==> config.mk <==
export PLATFORM = sky130hd
export DESIGN_NAME = mem_stage_sram_ctrl
export DESIGN_NICKNAME = d
export VERILOG_FILES = /design/src/rtl/mem_stage_sram_ctrl.sv
export SDC_FILE = /design/constraint.sdc
export NUM_CORES = 1
export LEC_CHECK = 0
export BUFFER_PORTS_ARGS = -buffer_cell sky130_fd_sc_hd__buf_4
export CORE_ASPECT_RATIO = 0.5
export CORE_UTILIZATION = 30
export DETAILED_ROUTE_END_ITERATION = 6
export SLEW_MARGIN = 30
export SYNTH_ARGS = -nofsm -noshare
export SYNTH_HDL_FRONTEND = slang
export SYNTH_SLANG_ARGS = --single-unit
==> constraint.sdc <==
create_clock -name clk -period 4.1 [get_ports clk]
set_input_delay 0 -clock clk [delete_from_list [all_inputs] [get_ports clk]]
set_output_delay 0 -clock clk [all_outputs]
set_load 0.05 [all_outputs]
==> src/rtl/mem_stage_sram_ctrl.sv <==
// MEM-stage data-memory controller: splits each 32-bit load/store into two
// 16-bit SRAM half-word accesses and holds ready low while the access runs.
// Ports: clk, rst (async, active-high); wr_en/rd_en/addr/wdata in from EX/MEM;
// rdata/ready out to MEM/WB; sram_addr/sram_dq_out/sram_we_n/sram_oe_n out and
// sram_dq_in in for the external SRAM.
module mem_stage_sram_ctrl #(
  parameter int WORD_WIDTH  = 32,
  parameter int SRAM_DW     = 16,
  parameter int SRAM_AW     = 18,
  parameter int WAIT_CYCLES = 2,
  parameter int ADDR_BASE   = 1024
) (
  input  logic                  clk,
  input  logic                  rst,
  input  logic                  wr_en,
  input  logic                  rd_en,
  input  logic [WORD_WIDTH-1:0] addr,
  input  logic [WORD_WIDTH-1:0] wdata,
  output logic [WORD_WIDTH-1:0] rdata,
  output logic                  ready,
  output logic [SRAM_AW-1:0]    sram_addr,
  output logic [SRAM_DW-1:0]    sram_dq_out,
  input  logic [SRAM_DW-1:0]    sram_dq_in,
  output logic                  sram_we_n,
  output logic                  sram_oe_n
);

  typedef enum logic [1:0] {IDLE, LO, HI, DONE} state_t;

  localparam int CW  = $clog2(WAIT_CYCLES + 1);
  localparam int WAW = SRAM_AW - 1;
  localparam logic [CW-1:0] CNT_LAST = CW'(WAIT_CYCLES - 1);

  state_t                state;
  logic [CW-1:0]         cnt;
  logic                  op_wr;
  logic [WAW-1:0]        waddr_q;
  logic [WORD_WIDTH-1:0] wdata_q;
  logic [SRAM_DW-1:0]    lo_q;
  logic [WORD_WIDTH-1:0] off;
  logic [WAW-1:0]        waddr;

  // Word index relative to the SRAM window; wraps, no range check.
  assign off   = addr - WORD_WIDTH'(ADDR_BASE);
  assign waddr = WAW'(off >> 2);

  // Enables seen in DONE still belong to the finishing request.
  assign ready = (state == DONE) ||
                 (state == IDLE && !wr_en && !rd_en);

  always_ff @(posedge clk or posedge rst) begin
    if (rst) begin
      state       <= IDLE;
      cnt         <= '0;
      op_wr       <= 1'b0;
      waddr_q     <= '0;
      wdata_q     <= '0;
      lo_q        <= '0;
      rdata       <= '0;
      sram_addr   <= '0;
      sram_dq_out <= '0;
      sram_we_n   <= 1'b1;
      sram_oe_n   <= 1'b1;
    end else begin
      unique case (state)
        IDLE: begin
          if (wr_en || rd_en) begin
            op_wr       <= wr_en;
            waddr_q     <= waddr;
            wdata_q     <= wdata;
            cnt         <= '0;
            sram_addr   <= {waddr, 1'b0};
            sram_dq_out <= wdata[SRAM_DW-1:0];
            sram_we_n   <= ~wr_en;
            sram_oe_n   <= wr_en;
            state       <= LO;
          end
        end
        LO: begin
          if (cnt == CNT_LAST) begin
            lo_q        <= sram_dq_in;
            cnt         <= '0;
            sram_addr   <= {waddr_q, 1'b1};
            sram_dq_out <= wdata_q[WORD_WIDTH-1:SRAM_DW];
            state       <= HI;
          end else begin
            cnt <= cnt + CW'(1);
          end
        end
        HI: begin
          if (cnt == CNT_LAST) begin
            if (!op_wr) rdata <= {sram_dq_in, lo_q};
            cnt       <= '0;
            sram_we_n <= 1'b1;
            sram_oe_n <= 1'b1;
            state     <= DONE;
          end else begin
            cnt <= cnt + CW'(1);
          end
        end
        DONE: state <= IDLE;
        default: state <= IDLE;
      endcase
    end
  end

endmodule

==> results.toml <==
[layout]
diodes = 0
stdcell_count = 845
num-nets-final = 696
syn_to_final_growth_pct = 49.2
fin_area_mm2 = 0.00765
drive_above_1_share_pct = 42.1

[drt]
drt-pass1-iter-count = 4
wl_per_cell_um = 13.6
drt-initial-drc-count = 96
vias = 3724
route.detailed.drc = 0
ant_nets = 0
routed_via_density = 4.41
wl_um = 11500

[sta]
hold_slack_ns = 0.0330
period_needed_ns = 2.39
relSlewSlack_pct = 54.7
skew_ns = 0.00748
tns_ns = 0
setup_violations = 0
rsz0062_at_grt = "false"
fmax_ghz = 0.418
hold_viol = 0
finalCritPeriodShare_pct = 58.3
slew_viol_final = 0
tightest_slew_ns = 0.680

[power_and_ir_drop]
switching_share_pct = 42.4
power.switching_mw = 2.94
p_comb_share_pct = 48.8
share_seq_of_total_power_pct = 30.8
powerDensity_mw_per_mm2 = 908
ir_worst_vdd_mv = 0.395
internal_power_mw = 4.00
total_leakage_power_nw = 3.45
clockPowerShare_pct = 20.4
p_total_mw = 6.94

[floorplan]
start_util_pct = 31.0
die_y_um = 94.4
die_area_mm2 = 0.0177
core_area_mm2 = 0.0166
rows = 33
die_w_um = 187
num_io_pins = 153

[grt]
grt-ovfl-total = 0
grt_use_total_pct = 13.6
grt_max_degree = 60
grt_pass1_wl_um = 18800
grt_pass1_vias = 3785
antenna_found_initial = 0

[clock_tree]
post_cts_resized = 0
max-clock-path-buffers = 2
clkLatencyLatePin_ns = 0.40
cts_setup_buffers = 0
cts_buffers = 17
clk_pin_slew_worst_paths_ns = 0.05
cts_tree = "yes"
root_buffer = "clkbuf_16"
clock_sinks = 122
hold_buffers = 69
htree_levels = 4

[worst_setup_path]
worstRegToRegCells = 6
crit_slowest_cell = "ha_2"
critPathRequiredTime_ns = 4.38
arrival_ns = 2.67
worstSetupPathType = "flip-flop to flip-flop"
max_stage_delay_ns = 0.56
cp-start-kind = "flip-flop"
end_kind = "flip-flop"
critPathMaxFanout = 25
path_cells = "inv_1 -> ha_2 -> nand3b_1 -> buf_4 -> a21oi_2 -> mux2_2"

[yosys]
synth_xor_area_share_pct = 1.20
synth-compound-area-share_pct = 7.05
ys_ff_latch = 122
synth-simple-area-share_pct = 6.78
async_flop_share_pct = 100
yosysUniqueCellTypes = 38
synth_mux_area_share_pct = 21.1
netlist_instances = 397
syn-num-nets = 487
synth_ff_type = "dfrtp_1"
syn_area_mm2 = 0.00513
synth_top_family_by_area = "multiplexers"
yosysSeqAreaShare_pct = 59.6
postSynthAreaPerCell_um2 = 12.9
ys_warn_count = 0
synthAdderAreaFrac_pct = 1.46
synth-edff-count = 0

[placement]
gp_congestion = 0.711
portBuffers = 137
hpwl_um = 7330
place_inst = 745
placed_cell_area_mm2 = 0.00638

[status]
status = "finished clean"

[job]
cap_violations = 0

[min_path]
hp-class = "primary input to flip-flop"
whs_path_depth = 4
[metrics by stage]
step	setup WS, ns	util, %
6_report	1.71	46.2
5_1_grt	1.51	46.2
4_1_cts	1.42	46.2
3_5_place_dp	1.41	38.6
3_3_place_gp	1.47	38.6
2_1_floorplan	0.861	-
[cells in the mapped netlist (2+ instances only)]
library cell / number / area, µm²
a21oi_1: 7 / 35.0
dfrtp_1: 120 / 3000
o22a_1: 3 / 26.3
nand2_1: 47 / 176
clkbuf_1: 4 / 15.0
mux2i_1: 25 / 250
o21ai_0: 40 / 200
buf_2: 10 / 50.1
xor2_1: 2 / 17.5
o21ai_1: 3 / 15.0
dfstp_2: 2 / 52.6
nand3_1: 5 / 25.0
inv_1: 5 / 18.8
nand2b_1: 2 / 12.5
clkbuf_2: 2 / 10.0
mux2_2: 74 / 833
ha_1: 6 / 75.1
o211ai_1: 3 / 22.5
buf_4: 5 / 37.5
xnor2_1: 5 / 43.8
nor2_1: 10 / 37.5
[final cells by class]
cell class	count	area (µm²)
multi-input combinational	248	1960
clock inverter	7	65.1
sequential	122	3060
clock buffer	24	502
tap	227	284
timing repair buffer	212	1760
inverter	5	21.3
fill	1483	8910
[path summary, 6_finish.rpt]
check	start	end	slack, ns
worst max-delay path	state[1]$_DFFE_PP0P_	sram_addr[13]$_DFFE_PP0P_	1.71
worst min-delay path	addr[11]	waddr_q[9]$_DFFE_PP0P_	0.03
worst max register to register	state[1]$_DFFE_PP0P_	sram_addr[13]$_DFFE_PP0P_	1.71
worst min register to register	sram_addr[11]$_DFFE_PP0P_	sram_addr[11]$_DFFE_PP0P_	0.48
max in group asynchronous	rst	rdata[0]$_DFFE_PP0P_	2.90
min in group asynchronous	rst	waddr_q[1]$_DFFE_PP0P_	0.27
[worst max-delay path: cells and delay by family (launching register included)]
| kind | cells | cell delay [ns] |
|---|---|---|
| flip-flops | 1 | 0.39 |
| AO/OA/AOI/OAI | 1 | 0.34 |
| AND/OR/NAND/NOR | 1 | 0.20 |
| multiplexers | 1 | 0.38 |
| buffers and inverters | 2 | 0.40 |
| adder cells (fa/ha/maj) | 1 | 0.56 |
[flip-flops by register name (all words and copies together), names as in the netlist]
signal,cells
rdata,32
sram_addr,18
waddr_q,17
lo_q,16
sram_dq_out,16
wdata_q,16
cnt,2
state,2
op_wr,1
sram_oe_n,1
sram_we_n,1
[power groups by stage]
stage	combinational, mW	clock [mW]	sequential, mW
final	3.39	1.41	2.14
after CTS	3.42	1.46	2.14
after detailed placement	3.36	0	2.16
after global placement	3.32	0	2.13
after global routing	3.63	1.53	2.22
after floorplan	1.33	0	3.26
[per-layer routing]
layer	vias up	track usage, %	share of wire (%)
met5	-	0	0
met1	1844	16.5	45
met4	0	4.71	0.59
li1	1807	-	-
met3	6	4.09	3.9
met2	67	23.3	50
[layout by cell type, fill, tap and decap left out, types with 3 or more instances in the layout]
master,count
clkinv_2,4
mux2i_1,25
inv_1,4
ha_1,5
o22a_1,3
mux2_2,74
dfrtp_1,120
o21ai_0,40
clkbuf_16,17
nand3_1,5
nor2_1,10
nand2_1,47
buf_4,143
a21oi_1,7
o211ai_1,3
dlygate4sd3_1,69
clkbuf_8,5
xnor2_1,5
[kinds of logic after synthesis]
logic type               after synthesis
XOR/XNOR                               7
flip-flops                           122
buffers and inverters                 27
AND/OR/NAND/NOR                       73
adder cells (fa/ha/maj)                6
AO/OA/AOI/OAI                         63
multiplexers                          99
Note: power is estimated with default switching activity, not from simulation.
